===== config.mk =====
export PLATFORM = sky130hd
export DESIGN_NAME = mc_ctrl
export DESIGN_NICKNAME = d
export VERILOG_FILES = /design/src/rtl/mc_ctrl.sv
export SDC_FILE = /design/constraint.sdc
export NUM_CORES = 1
export LEC_CHECK = 0
export ABC_AREA = 1
export CAP_MARGIN = 25
export CORE_ASPECT_RATIO = 1.2
export CORE_MARGIN = 2
export CORE_UTILIZATION = 46
export DETAILED_ROUTE_END_ITERATION = 7
export PLACE_DENSITY = 0.77
export SKIP_LAST_GASP = 1
export SYNTH_ARGS = -nofsm -noshare
export SYNTH_HDL_FRONTEND = slang
export SYNTH_SLANG_ARGS = --single-unit

===== constraint.sdc =====
create_clock -name clk -period 1.8 [get_ports clk]
set_clock_uncertainty 0.1 [all_clocks]
set_input_delay 0.36 -clock clk [delete_from_list [all_inputs] [get_ports clk]]
set_output_delay 0.36 -clock clk [all_outputs]
set_load 0.02 [all_outputs]

===== src/rtl/mc_ctrl.sv =====
// Multi-cycle MIPS-subset control unit: FETCH/DECODE/EXEC/MEM/WB FSM with a MULT stall,
// a memory wait timeout that traps, and a retired-instruction counter.
module mc_ctrl #(
  parameter int MEM_TIMEOUT = 15,
  parameter int HAS_MULT    = 1,
  parameter int MULT_CYC    = 32,
  parameter int CNT_W       = 32
) (
  input  logic             clk,
  input  logic             rst_n,
  input  logic [31:0]      ins,
  input  logic             mem_ready,
  input  logic             zero,
  output logic             pcWr,
  output logic             irWr,
  output logic             memRd,
  output logic             memWr,
  output logic             regWr,
  output logic [1:0]       pcSrc,
  output logic [3:0]       aluCtr,
  output logic [1:0]       aluSrcA,
  output logic [1:0]       aluSrcB,
  output logic [1:0]       regDst,
  output logic [1:0]       memtoReg,
  output logic [1:0]       immExt,
  output logic [1:0]       byteExt,
  output logic [2:0]       state,
  output logic             illegal,
  output logic [CNT_W-1:0] retired
);

  typedef enum logic [2:0] {
    S_FETCH = 3'd0, S_DECODE = 3'd1, S_EXEC = 3'd2, S_MEM = 3'd3,
    S_WB = 3'd4, S_MULW = 3'd5, S_TRAP = 3'd6
  } state_e;

  typedef enum logic [2:0] {K_ALU, K_LOAD, K_STORE, K_BR, K_J, K_JR, K_MULT} kind_e;

  localparam logic [3:0] ALU_ADD = 4'b0000, ALU_SUB = 4'b0001, ALU_AND = 4'b0010,
                         ALU_OR  = 4'b0011, ALU_NOR = 4'b0100, ALU_XOR = 4'b0101,
                         ALU_SLL = 4'b0110, ALU_SRL = 4'b0111, ALU_SRA = 4'b1000,
                         ALU_MUL = 4'b1001, ALU_SLTU = 4'b1010, ALU_SLT = 4'b1011;

  localparam int               MUL_W     = (MULT_CYC > 1) ? $clog2(MULT_CYC) : 1;
  localparam logic [MUL_W-1:0] MUL_LOAD  = MUL_W'(MULT_CYC - 1);
  localparam logic [7:0]       WAIT_LAST = 8'(MEM_TIMEOUT - 1);

  state_e             state_q, state_d;
  logic [31:0]        ir_q, ir_d;
  logic [7:0]         wait_q, wait_d;
  logic [MUL_W-1:0]   mul_q, mul_d;
  logic               illegal_q, illegal_d;
  logic [CNT_W-1:0]   retired_q, retired_d;
  logic               pc_wr, ir_wr, mem_rd, mem_wr, reg_wr;

  logic [5:0] op, fn;
  logic       legal, is_r, link, shift_imm, is_bne;
  kind_e      kind;
  logic [3:0] alu_op;
  logic [1:0] imm_ext, byte_ext;

  assign op = ir_q[31:26];
  assign fn = ir_q[5:0];

  // Register fields are consumed by the datapath, not by this controller.
  logic unused_ir;
  assign unused_ir = ^ir_q[25:6];

  // NOTE: every signal written in an always_comb gets a default first, so no path leaves it unassigned (no latch).
  always_comb begin
    legal     = 1'b1;
    is_r      = 1'b0;
    link      = 1'b0;
    shift_imm = 1'b0;
    is_bne    = 1'b0;
    kind      = K_ALU;
    alu_op    = ALU_ADD;
    imm_ext   = 2'b00;
    byte_ext  = 2'b00;
    case (op)
      6'h00: begin
        is_r = 1'b1;
        case (fn)
          6'h20, 6'h21: alu_op = ALU_ADD;
          6'h22, 6'h23: alu_op = ALU_SUB;
          6'h24:        alu_op = ALU_AND;
          6'h25:        alu_op = ALU_OR;
          6'h26:        alu_op = ALU_XOR;
          6'h27:        alu_op = ALU_NOR;
          6'h2A:        alu_op = ALU_SLT;
          6'h2B:        alu_op = ALU_SLTU;
          6'h00:        begin alu_op = ALU_SLL; shift_imm = 1'b1; end
          6'h02:        begin alu_op = ALU_SRL; shift_imm = 1'b1; end
          6'h03:        begin alu_op = ALU_SRA; shift_imm = 1'b1; end
          6'h04:        alu_op = ALU_SLL;
          6'h06:        alu_op = ALU_SRL;
          6'h07:        alu_op = ALU_SRA;
          6'h08:        kind = K_JR;
          6'h09:        begin kind = K_JR; link = 1'b1; end
          6'h18:        begin kind = K_MULT; alu_op = ALU_MUL; legal = (HAS_MULT != 0); end
          default:      legal = 1'b0;
        endcase
      end
      6'h09: alu_op = ALU_ADD;
      6'h0A: begin alu_op = ALU_SLT; imm_ext = 2'b01; end
      6'h0B: alu_op = ALU_SLTU;
      6'h0C: alu_op = ALU_AND;
      6'h0D: alu_op = ALU_OR;
      6'h0E: alu_op = ALU_XOR;
      6'h0F: imm_ext = 2'b10;
      6'h23: begin kind = K_LOAD; imm_ext = 2'b01; byte_ext = 2'b11; end
      6'h20: begin kind = K_LOAD; imm_ext = 2'b01; byte_ext = 2'b01; end
      6'h24: begin kind = K_LOAD; imm_ext = 2'b01; end
      6'h2B, 6'h28: begin kind = K_STORE; imm_ext = 2'b01; end
      6'h04: begin kind = K_BR; alu_op = ALU_SUB; imm_ext = 2'b01; end
      6'h05: begin kind = K_BR; alu_op = ALU_SUB; imm_ext = 2'b01; is_bne = 1'b1; end
      6'h02: kind = K_J;
      6'h03: begin kind = K_J; link = 1'b1; end
      default: legal = 1'b0;
    endcase
  end

  always_comb begin
    state_d   = state_q;
    ir_d      = ir_q;
    wait_d    = '0;
    mul_d     = mul_q;
    retired_d = retired_q;
    pc_wr = 1'b0; ir_wr = 1'b0; mem_rd = 1'b0; mem_wr = 1'b0; reg_wr = 1'b0;
    pcSrc = 2'b00; aluCtr = 4'b0000; aluSrcA = 2'b00; aluSrcB = 2'b00;
    regDst = 2'b00; memtoReg = 2'b00; immExt = 2'b00; byteExt = 2'b00;
    case (state_q)
      S_FETCH: begin
        mem_rd = 1'b1;
        if (mem_ready) begin
          ir_wr   = 1'b1;
          pc_wr   = 1'b1;
          state_d = S_DECODE;
        end
      end
      S_DECODE: state_d = legal ? S_EXEC : S_TRAP;
      S_EXEC: begin
        aluCtr  = alu_op;
        aluSrcA = shift_imm ? 2'b01 : 2'b00;
        // Branches compare rs with rt, so only immediate ALU ops and address calc take the immediate.
        aluSrcB = (!is_r && (kind == K_ALU || kind == K_LOAD || kind == K_STORE)) ? 2'b01 : 2'b00;
        immExt  = imm_ext;
        case (kind)
          K_ALU:           state_d = S_WB;
          K_LOAD, K_STORE: state_d = S_MEM;
          K_BR: begin
            pc_wr   = is_bne ? ~zero : zero;
            pcSrc   = 2'b01;
            state_d = S_FETCH;
          end
          K_J: begin
            pc_wr   = 1'b1;
            pcSrc   = 2'b10;
            state_d = link ? S_WB : S_FETCH;
          end
          K_JR: begin
            pc_wr   = 1'b1;
            pcSrc   = 2'b11;
            state_d = link ? S_WB : S_FETCH;
          end
          K_MULT: begin
            mul_d   = MUL_LOAD;
            state_d = S_MULW;
          end
          default: state_d = S_TRAP;
        endcase
      end
      S_MEM: begin
        mem_rd  = (kind == K_LOAD);
        mem_wr  = (kind == K_STORE);
        byteExt = (kind == K_LOAD) ? byte_ext : 2'b00;
        if (mem_ready) state_d = (kind == K_LOAD) ? S_WB : S_FETCH;
      end
      S_WB: begin
        reg_wr   = 1'b1;
        regDst   = is_r ? 2'b01 : ((kind == K_J && link) ? 2'b10 : 2'b00);
        memtoReg = (kind == K_LOAD) ? 2'b01 : (link ? 2'b10 : 2'b00);
        byteExt  = (kind == K_LOAD) ? byte_ext : 2'b00;
        state_d  = S_FETCH;
      end
      S_MULW: begin
        if (mul_q == '0) state_d = S_FETCH;
        else             mul_d   = mul_q - 1'b1;
      end
      S_TRAP:  state_d = S_TRAP;
      default: state_d = S_TRAP;
    endcase

    // A memory wait that reaches its limit traps unless mem_ready arrives in that same cycle.
    if ((state_q == S_FETCH || state_q == S_MEM) && !mem_ready) begin
      if (wait_q == WAIT_LAST) state_d = S_TRAP;
      else                     wait_d  = wait_q + 8'd1;
    end

    if (ir_wr) ir_d = ins;
    if (state_d == S_FETCH && state_q inside {S_EXEC, S_MEM, S_WB, S_MULW})
      retired_d = retired_q + CNT_W'(1);
    illegal_d = illegal_q | (state_d == S_TRAP);
  end

  // NOTE: sequential state uses non-blocking assignments so every flop samples pre-edge values.
  // NOTE: the instruction register is reset too, so decode never acts on stale contents.
  always_ff @(posedge clk or negedge rst_n) begin
    if (!rst_n) begin
      state_q   <= S_FETCH;
      ir_q      <= '0;
      wait_q    <= '0;
      mul_q     <= '0;
      illegal_q <= 1'b0;
      retired_q <= '0;
    end else begin
      state_q   <= state_d;
      ir_q      <= ir_d;
      wait_q    <= wait_d;
      mul_q     <= mul_d;
      illegal_q <= illegal_d;
      retired_q <= retired_d;
    end
  end

  // Strobes are held low for as long as reset is asserted.
  assign pcWr    = pc_wr  & rst_n;
  assign irWr    = ir_wr  & rst_n;
  assign memRd   = mem_rd & rst_n;
  assign memWr   = mem_wr & rst_n;
  assign regWr   = reg_wr & rst_n;
  assign state   = state_q;
  assign illegal = illegal_q;
  assign retired = retired_q;

endmodule

==> impl_results.md, run 1 <==
* Synthesized instance count at 611
* First drt pass iteration count at 8
* Commonest cells after routing, fill and taps aside: 154 x nand2_1, 134 x buf_4, 69 x nor2_1, 50 x dfrtp_1, 44 x inv_1
* Drt initial violations at 419
* Finished Layout Cells at 935
* Nature of the critical path startpoint: flop
* DRC Markers at 0
* ANT cells at 0
* Starting Density at 0.469
* CTS tree: done
* Clk slew on worst S/H paths at 0.07 ns
* Post-synthesis sequential area ratio at 0.364
* Root buffer cell: clkbuf_8
* CTS buffer count at 9
* Peak VDD IR at 0.448 mV
* Worst skew pair latency at 0.35 ns
* Clock power share at 0.464
* Final setup margin at -0.543 ns
* Outcome: finished, violations left
* Kind of critical path: reg -> out
* Failing checks: negative setup slack
* Synth Area per Inst at 6.86 µm²
* Register share of total power at 0.507
* Max-Cap Viols at 0
* First-pass GRT wire length at 22600 µm
* Power Internal at 2080 µW
* Routed WL per cell at 15.8 µm
* Fin nets at 851
* Vias at 5062
* PortBufs at 72
* Max stage delay on crit path at 0.47 ns
* Area grow syn2layout at 62.2%
* Post-synthesis cell area at 4190 µm²
* Final Critical Period at 2.34 ns
* Core ar. at 8940 µm²
* Num ports at 95
* Final Hold Viols at 0
* Die width at 91.1 µm
* Crit path top cell by count: nand2_1
* Largest net degree at the start of global routing at 62
* Clk buf depth at 2
* Setup-failing EPs final at 61
* Setup TNS at -24.84 ns
* Global placement routability congestion at 0.980
* Fmax at 0.427 GHz
* GRT overflow at 0
* Final worst path period share at 1.30
* CP Cell Sequence: inv_2, nand2_1, nor2_2, nand2_2, nand2_1, a21oi_1, a21oi_2, buf_4
* Hold Crit Class: in -> async
* PwrDens at 397 nW/µm²
* Slowest CP cell: dfrtp_2
* Post-DP HPWL at 9520 µm
* Dpl cells at 893
* Share of layout cells above drive strength 1 at 0.345
* DIE HEIGHT at 109 µm
* RSZ-0062 raised after global routing: true
* Worst relative slew slack at 0.468
* CP endpoint kind: output port
* Hold_buf cts at 0
* Combinational power share at 0.029
* Final core area utilization at 0.760
* Hold WS at 0.195 ns
* Psw at 617 µW
* Initial antenna violation count at 0
* Switch share at 0.228
* GRT Overall Usage at 0.282
* Die area at 9890 µm²
* Routed Wire Length at 14800 µm
* # clock sinks at 61
* Commonest non-fill, non-tap cell in the layout: nand2_1
* Slew @ Worst Pin at 0.798 ns
* Synth cell types at 36
* Vias in the first global route at 4781
* Worst-path fanout max at 4
* Required @ worst endpoint at 1.34 ns
* Slew Viols, Final at 0
* H-tree depth at 3
* Static leakage at 0.00375 µW
* Routed vias/inst at 5.41
* Crit path DAT at 1.88 ns
* Count of antenna-violating nets left after detailed routing at 0
* Row count at 38
* Post-synthesis register bit count at 61
* Synth warn at 0
-- state kept, by name, summed over array words and instances (netlist names) --
name / cells
wait_q: 8
mul_q: 5
ir_q: 12
retired: 32
state: 3
illegal: 1
-- path summary, 6_finish.rpt --
check,start,endpoint,slack (ns),depth (start not counted)
max,ir_q[28],immExt[0],-0.54,8
min,rst_n,mul_q[3],0.19,3
max reg2reg,ir_q[28],retired[30],-0.53,14
min reg2reg,illegal,illegal,0.39,2
max in group asynchronous,rst_n,ir_q[28],0.80,3
min in group clk,illegal,illegal,0.39,2
-- worst max-delay path: cells and delay by family, from the launching register on --
family / cells / cell delay [ns]
and+or+nand+nor: 4 / 0.50
DFF: 1 / 0.47
buffers and inverters: 2 / 0.29
AOI/OAI and AO/OA: 2 / 0.28
-- area by class of cell --
type / instances / area (µm²)
Tap cell: 120 / 150
Fill cell: 643 / 2140
Multi-Input combinational cell: 470 / 2750
Sequential cell: 61 / 1540
Inverter: 62 / 243
Clock inverter: 5 / 58.8
Timing Repair Buffer: 206 / 1910
Clock buffer: 11 / 141
-- synth_stat cells, drive strengths merged --
master	number	area [µm²]
nand3b	1	7.51
ha	5	62.6
xnor2	16	140
nand4	41	272
o22ai	1	6.26
conb	1	3.75
a311oi	1	8.76
a31oi	1	6.26
o21ai	16	80.1
buf	16	92.6
and3	3	18.8
nor2	104	415
nand2	167	632
clkbuf	3	11.3
o221ai	1	8.76
nand3	32	165
dfrtp	61	1530
inv	62	233
nor3b	1	7.51
or2	1	6.26
nor4	3	18.8
a21oi	25	129
o21a	1	7.51
a41o	1	10.0
nor3	24	120
xor2	22	193
o2111ai	1	8.76
-- routing by layer --
metal / share of wire / GRT usage / vias up
met5: 0 / 0 / -
met1: 0.41 / 0.361 / 2393
li1: - / - / 2402
met3: 0.061 / 0.0453 / 43
met2: 0.51 / 0.489 / 224
met4: 0.028 / 0.0909 / 0
-- through the flow --
stage,instance area [µm²],power (µW),setup slack [ns]
6_report,6800,2700,-0.543
5_1_grt,6800,2790,-0.647
4_1_cts,6470,2730,-0.480
3_5_place_dp,6000,1480,-0.663
3_3_place_gp,6000,1470,-0.592
2_1_floorplan,4410,1410,-0.0567
-- logic make-up after synthesis --
group	Yosys count	synth area share
AO/OA/AOI/OAI	48	0.0633
XOR/XNOR	38	0.0794
adder cells (fa/ha/maj)	5	0.0149
buffers and inverters	81	0.0803
flip-flops	61	0.364
other	1	0.000895
AND/OR/NAND/NOR	377	0.397
-- power groups by stage --
| stage | Clock, µW | Sequential [µW] | Combinational, µW |
|---|---|---|---|
| finish | 1250 | 1370 | 78.5 |
| global route | 1340 | 1370 | 88.6 |
| CTS | 1280 | 1370 | 80.4 |
| detailed placement | 0 | 1400 | 78.8 |
| global placement | 0 | 1400 | 78.1 |
| floorplan | 0 | 1400 | 11.5 |
-- what timing repair did --
item,4_1_cts,5_1_grt
resized for setup,167,75
setup buffers,14,9
cloned,1,2
pin swaps,27,15
endpoints found under the setup margin,94,97
Power figures use the tool's default switching activity.
==> run 2: changes to the inputs <==
--- a/config.mk
+++ b/config.mk
@@ -16,3 +16,4 @@
 export SYNTH_ARGS = -nofsm -noshare
 export SYNTH_HDL_FRONTEND = slang
 export SYNTH_SLANG_ARGS = --single-unit
+export TNS_END_PERCENT = 20
==> constraint.sdc (replaced) <==
create_clock -name clk -period 1.8 [get_ports clk]
set_clock_uncertainty 0.1 [all_clocks]
set_input_delay 0.27 -clock clk [delete_from_list [all_inputs] [get_ports clk]]
set_output_delay 0.27 -clock clk [all_outputs]
set_load 0.02 [all_outputs]
==> impl_results.md, run 2 (synthesis results as in run 1) <==
* Global placement routability congestion at 0.996 (+1.7%)
* Final Hold Viols at 0 (unchanged)
* CTS buffer count at 9 (unchanged)
* Share of layout cells above drive strength 1 at 0.368 (+0.0236)
* Max stage delay on crit path at 0.44 ns (-0.03 ns)
* Initial antenna violation count at 1 (+1)
* Drt initial violations at 400 (-4.5%)
* Final worst path period share at 1.27 (-0.0300)
* Static leakage at 0.00318 µW (-15%)
* Routed Wire Length at 14800 µm (+0.55%)
* Starting Density at 0.469 (unchanged)
* Setup-failing EPs final at 90 (+48%)
* Slew Viols, Final at 0 (unchanged)
* Failing checks: negative setup slack
* Required @ worst endpoint at 1.43 ns (+0.09 ns)
* Crit path DAT at 1.92 ns (+0.04 ns)
* Peak VDD IR at 0.314 mV (-30%)
* Outcome: finished, violations left
* Row count at 38 (unchanged)
* Combinational power share at 0.025 (-0.004)
* PwrDens at 436 nW/µm² (+9.6%)
* RSZ-0062 raised after global routing: true
* Nature of the critical path startpoint: flop
* Worst skew pair latency at 0.36 ns (about the same)
* Routed WL per cell at 15.8 µm (+0.23%)
* GRT Overall Usage at 0.290 (+0.00852)
* Max reg flops at 32 (unchanged)
* Dpl cells at 891 (-0.22%)
* Power Internal at 2360 µW (+13%)
* Clock power share at 0.515 (+0.051)
* Vias at 5058 (-0.079%)
* Clk buf depth at 2 (unchanged)
* DIE HEIGHT at 109 µm (unchanged)
* Psw at 619 µW (+0.45%)
* Commonest non-fill, non-tap cell in the layout: buf_4
* Finished Layout Cells at 938 (+0.32%)
* Root buffer cell: clkbuf_8
* First-pass GRT wire length at 23000 µm (+2.0%)
* First drt pass iteration count at 5 (-3)
* Final setup margin at -0.489 ns (+0.0540 ns)
* Routed vias/inst at 5.39 (-0.40%)
* Largest net degree at the start of global routing at 62 (unchanged)
* Num ports at 95 (unchanged)
* Worst relative slew slack at 0.461 (-0.00746)
* Area grow syn2layout at 63.2%
* Hold_buf cts at 0 (unchanged)
* Commonest cells after routing, fill and taps aside: 127 x buf_4, 125 x nand2_1, 68 x nor2_1, 50 x dfrtp_1, 50 x clkdlybuf4s50_1
* Switch share at 0.208 (-0.0204)
* Worst-path fanout max at 4 (unchanged)
* Clk slew on worst S/H paths at 0.07 ns (about the same)
* CP Cell Sequence: nor2_4, nand2_2, nor2_2, buf_4, nor2_1, o21ai_1, a21oi_2, a311oi_4, buf_6
* Final core area utilization at 0.765 (+0.00504)
* Fin nets at 853 (+0.24%)
* Die width at 91.1 µm (unchanged)
* Fmax at 0.437 GHz (+2.4%)
* # clock sinks at 61 (unchanged)
* Slew @ Worst Pin at 0.809 ns (+0.0112 ns)
* Final Critical Period at 2.29 ns (-0.0540 ns)
* H-tree depth at 3 (unchanged)
* DRC Markers at 0 (unchanged)
* Slowest CP cell: dfrtp_2
* Max-Cap Viols at 0 (unchanged)
* PortBufs at 72 (unchanged)
* Count of antenna-violating nets left after detailed routing at 0 (unchanged)
* Hold Crit Class: in -> async
* GRT overflow at 0 (unchanged)
* CP endpoint kind: output port
* Vias in the first global route at 4917 (+2.8%)
* Register share of total power at 0.460 (-0.047)
* Core ar. at 8940 µm² (unchanged)
* Kind of critical path: reg -> out
* CTS tree: done
* Post-DP HPWL at 9630 µm (+1.1%)
* Die area at 9890 µm² (unchanged)
## run 2: cell types whose count changed in the layout (fill, tap and decap cells not counted), moves of 4 or more
| cell | change |
|---|---|
| clkdlybuf4s50_1 | +36 |
| dlymetal6s2s_1 | -36 |
| nand2_1 | -29 |
| nand2_2 | +23 |
| buf_4 | -7 |
| nand2_4 | +6 |
| a21oi_2 | -4 |
## run 2: what timing repair did
action / CTS / global route
gates resized for setup: 187 / 66
pin swaps: 29 / 28
gates cloned: 1 / 3
setup endpoints to repair: 89 / 95
buffers inserted: 16 / 12
## run 2: per-stage QoR
step           setup slack (ns)  setup TNS [ns]  total power (µW)  hold WS (ns)  cell area, µm²
6_report                 -0.489          -23.89              2980         0.107            6840
5_1_grt                  -0.562          -30.21              3060         0.192            6840
4_1_cts                  -0.377          -20.10              3000         0.148            6480
3_5_place_dp             -0.607          -22.93              1470         0.362            5870
3_3_place_gp             -0.601          -22.35              1470         0.349            5870
2_1_floorplan           -0.0897          -0.942              1410        -0.126            4290
## run 2: cell type report
cell class | instances | area (µm²)
antenna | 1 | 2.50
clock buffer | 12 | 145
clock inverter | 4 | 95.1
fill | 669 | 2100
inverter | 62 | 243
multi-input combinational | 470 | 2810
sequential | 61 | 1540
tap | 120 | 150
timing repair buffer | 208 | 1860
## run 2: power by group through the flow
stage          clock (µW)  sequential (µW)  combinational, µW
6_report             1530             1370               75.2
4_1_cts              1550             1370               76.9
5_1_grt              1600             1370               85.1
2_1_floorplan           0             1400               9.86
3_5_place_dp            0             1400               75.1
3_3_place_gp            0             1400               73.9
## run 2: path summary, 6_finish.rpt
check                      startpoint    endpoint  slack [ns]  cells after the start
max reg2reg                   ir_q[4]  retired[2]       -0.45                     12
min reg2reg                   illegal     illegal        0.39                      2
max                           ir_q[5]   aluCtr[2]       -0.49                      9
max in group asynchronous       rst_n     ir_q[5]        0.89                      3
min in group clk              ins[28]    ir_q[28]        0.37                      3
min                             rst_n   wait_q[1]        0.11                      3
## run 2: worst max-delay path: cells and delay by family, from the launching register on
family	cells	cell delay [ns]
AO/OA/AOI/OAI	3	0.48
flip-flops	1	0.44
AND/OR/NAND/NOR	4	0.37
buffers and inverters	2	0.27
## run 2: metal layers
metal  vias to the layer above  track usage  part of all wire
met5                         -            0                 0
met3                        41       0.0314             0.061
li1                       2397            -                 -
met1                      2398        0.365              0.41
met4                         0        0.136             0.034
met2                       222        0.503              0.49
==> run 3: changes to the inputs <==
--- a/config.mk
+++ b/config.mk
@@ -12,6 +12,7 @@
 export CORE_UTILIZATION = 46
 export DETAILED_ROUTE_END_ITERATION = 7
 export PLACE_DENSITY = 0.77
+export RECOVER_POWER = 100
 export SKIP_LAST_GASP = 1
 export SYNTH_ARGS = -nofsm -noshare
 export SYNTH_HDL_FRONTEND = slang
==> impl_results.md, run 3 (synthesis results as in run 1) <==
* Min-delay src: ins[28]
* Final Hold Viols at 0 (unchanged)
* FF+latch area at 1540 µm² (unchanged)
* Hold_buf cts at 0 (unchanged)
* Worst skew pair latency at 0.36 ns (about the same)
* Failing checks: negative setup slack
* Routed WL per cell at 15.8 µm (+0.16%)
* Worst Hold Depth at 3
* PortBufs at 72 (unchanged)
* Hold Crit Class: in -> reg
* Routed vias/inst at 5.42 (+0.59%)
* Drt initial violations at 388 (-3.0%)
* Required @ worst endpoint at 1.43 ns (about the same)
* Max reg flops at 32 (unchanged)
* Reg2reg setup slack at -0.45 ns (about the same)
* Kind of critical path: reg -> out
* Multi-input logic area at 2800 µm² (about the same)
* Global placement routability congestion at 0.996 (unchanged)
* End of the worst hold path: ir_q[28]
* CTS buffer count at 9 (unchanged)
* Switch share at 0.208 (+0.000246)
* Setup-failing EPs final at 90 (unchanged)
* Psw at 620 µW (+0.11%)
* Outcome: finished, violations left
* GRT overflow at 0 (unchanged)
* CP endpoint kind: output port
* Crit path DAT at 1.91 ns (about the same)
* Die area at 9890 µm² (unchanged)
* # clock sinks at 61 (unchanged)
* H-tree depth at 3 (unchanged)
* Clk buf depth at 2 (unchanged)
* Fin nets at 853 (unchanged)
* Root buffer cell: clkbuf_8
* Starting Density at 0.469 (unchanged)
* Routed Wire Length at 14900 µm (+0.16%)
* Share of layout cells above drive strength 1 at 0.364 (-0.00490)
* GRT Overall Usage at 0.290 (unchanged)
* Slew @ Worst Pin at 1.42 ns (+0.613 ns)
* PwrDens at 436 nW/µm² (+0.19%)
* Commonest cells after routing, fill and taps aside: 126 x nand2_1, 120 x buf_4, 68 x nor2_1, 50 x dfrtp_1, 49 x clkdlybuf4s50_1
* Final core area utilization at 0.764 (-0.00154)
* Peak VDD IR at 0.310 mV (-1.4%)
* DIE HEIGHT at 109 µm (unchanged)
* Initial antenna violation count at 1 (unchanged)
* Core ar. at 8940 µm² (unchanged)
* Area grow syn2layout at 62.9%
* Clk slew on worst S/H paths at 0.07 ns (about the same)
* DRC Markers at 0 (unchanged)
* Fmax at 0.438 GHz (+0.21%)
* Finished Layout Cells at 938 (unchanged)
* Max-Cap Viols at 0 (unchanged)
* Die width at 91.1 µm (unchanged)
* Final Critical Period at 2.28 ns (-0.00470 ns)
* Dpl cells at 891 (unchanged)
* Slew Viols, Final at 0 (unchanged)
* First-pass GRT wire length at 23000 µm (unchanged)
* Commonest non-fill, non-tap cell in the layout: nand2_1
* Count of antenna-violating nets left after detailed routing at 0 (unchanged)
* Nature of the critical path startpoint: flop
* Combinational power share at 0.025 (about the same)
* Num ports at 95 (unchanged)
* R2r worst-path depth at 12 (unchanged)
* Post-DP HPWL at 9630 µm (unchanged)
* RSZ-0062 raised after global routing: true
* Register share of total power at 0.460 (about the same)
* Clock power share at 0.515 (about the same)
* R2r startpoint: ir_q[4]
* Power Internal at 2360 µW (about the same)
* Setup Slack @ Placement at -0.607 ns (unchanged)
* Vias in the first global route at 4917 (unchanged)
* Worst relative slew slack at 0.0520 (-0.409)
* Final setup margin at -0.484 ns (+0.00470 ns)
* Final worst path period share at 1.27 (-0.00261)
* Filler cells at 674 (+0.75%)
* Worst r2r dst: retired[25]
* CTS tree: done
* Vias at 5088 (+0.59%)
* Largest net degree at the start of global routing at 62 (unchanged)
* Worst-path fanout max at 4 (unchanged)
* Static leakage at 0.00317 µW (-0.42%)
* First drt pass iteration count at 5 (unchanged)
* Row count at 38 (unchanged)
[run 3: timing repair]
item	4_1_cts	5_1_grt
cloned	1	3
gates resized for setup	187	66
setup buffers	16	12
endpoints found under the setup margin	89	95
pin swaps	29	28
endpoints found under the hold margin	0	0
[run 3: per-stage QoR]
| stage | hold slack (ns) | TNS [ns] | instance area [µm²] | total power [µW] |
|---|---|---|---|---|
| after global routing | 0.383 | -31.33 | 6830 | 3060 |
| after CTS | 0.148 | -20.10 | 6480 | 3000 |
| after detailed placement | 0.362 | -22.93 | 5870 | 1470 |
| after floorplan | -0.126 | -0.942 | 4290 | 1410 |
| after global placement | 0.349 | -22.35 | 5870 | 1470 |
| final | 0.378 | -23.77 | 6830 | 2980 |
[run 3: final cells by class]
| type | instances | area share |
|---|---|---|
| antenna | 1 | 0.000367 |
| clock buffer | 12 | 0.0213 |
| clock inverter | 4 | 0.0139 |
| inverter | 62 | 0.0356 |
| multi-input combinational | 470 | 0.411 |
| sequential | 61 | 0.226 |
| tap | 120 | 0.0220 |
| timing repair buffer | 208 | 0.271 |
[run 3: worst max-delay path: stages (launching register included)]
cell and delay (ns):
dfrtp_2 0.44, nor2_4 0.17, nand2_2 0.07, nor2_2 0.10, buf_4 0.11, nor2_1 0.04
o21ai_1 0.14, a21oi_2 0.11, a311oi_4 0.23, buf_6 0.16
[run 3: power by group through the flow]
stage | Combinational, µW | Clock [µW] | Sequential (µW)
2_1_floorplan | 9.86 | 0 | 1400
4_1_cts | 76.9 | 1550 | 1370
5_1_grt | 83.7 | 1600 | 1370
3_5_place_dp | 75.1 | 0 | 1400
3_3_place_gp | 73.9 | 0 | 1400
6_report | 74.1 | 1540 | 1370
[run 3: how the worst max path moves through the flow]
stage	start	to	depth (start not counted)
finish	ir_q[5]	aluCtr[2]	9
floorplan	ir_q[27]	memWr	6
global placement	ir_q[31]	aluSrcB[0]	10
detailed placement	ir_q[31]	aluSrcB[0]	10
global route	ir_q[5]	aluCtr[2]	9
CTS	ir_q[30]	pcWr	8
[run 3: layer usage]
layer  vias to the layer above  GRT usage  part of all wire
li1                       2393          -                 -
met1                      2439      0.365              0.41
met2                       220      0.503              0.50
met3                        36     0.0314             0.059
met4                         0      0.136             0.032
met5                         -          0                 0
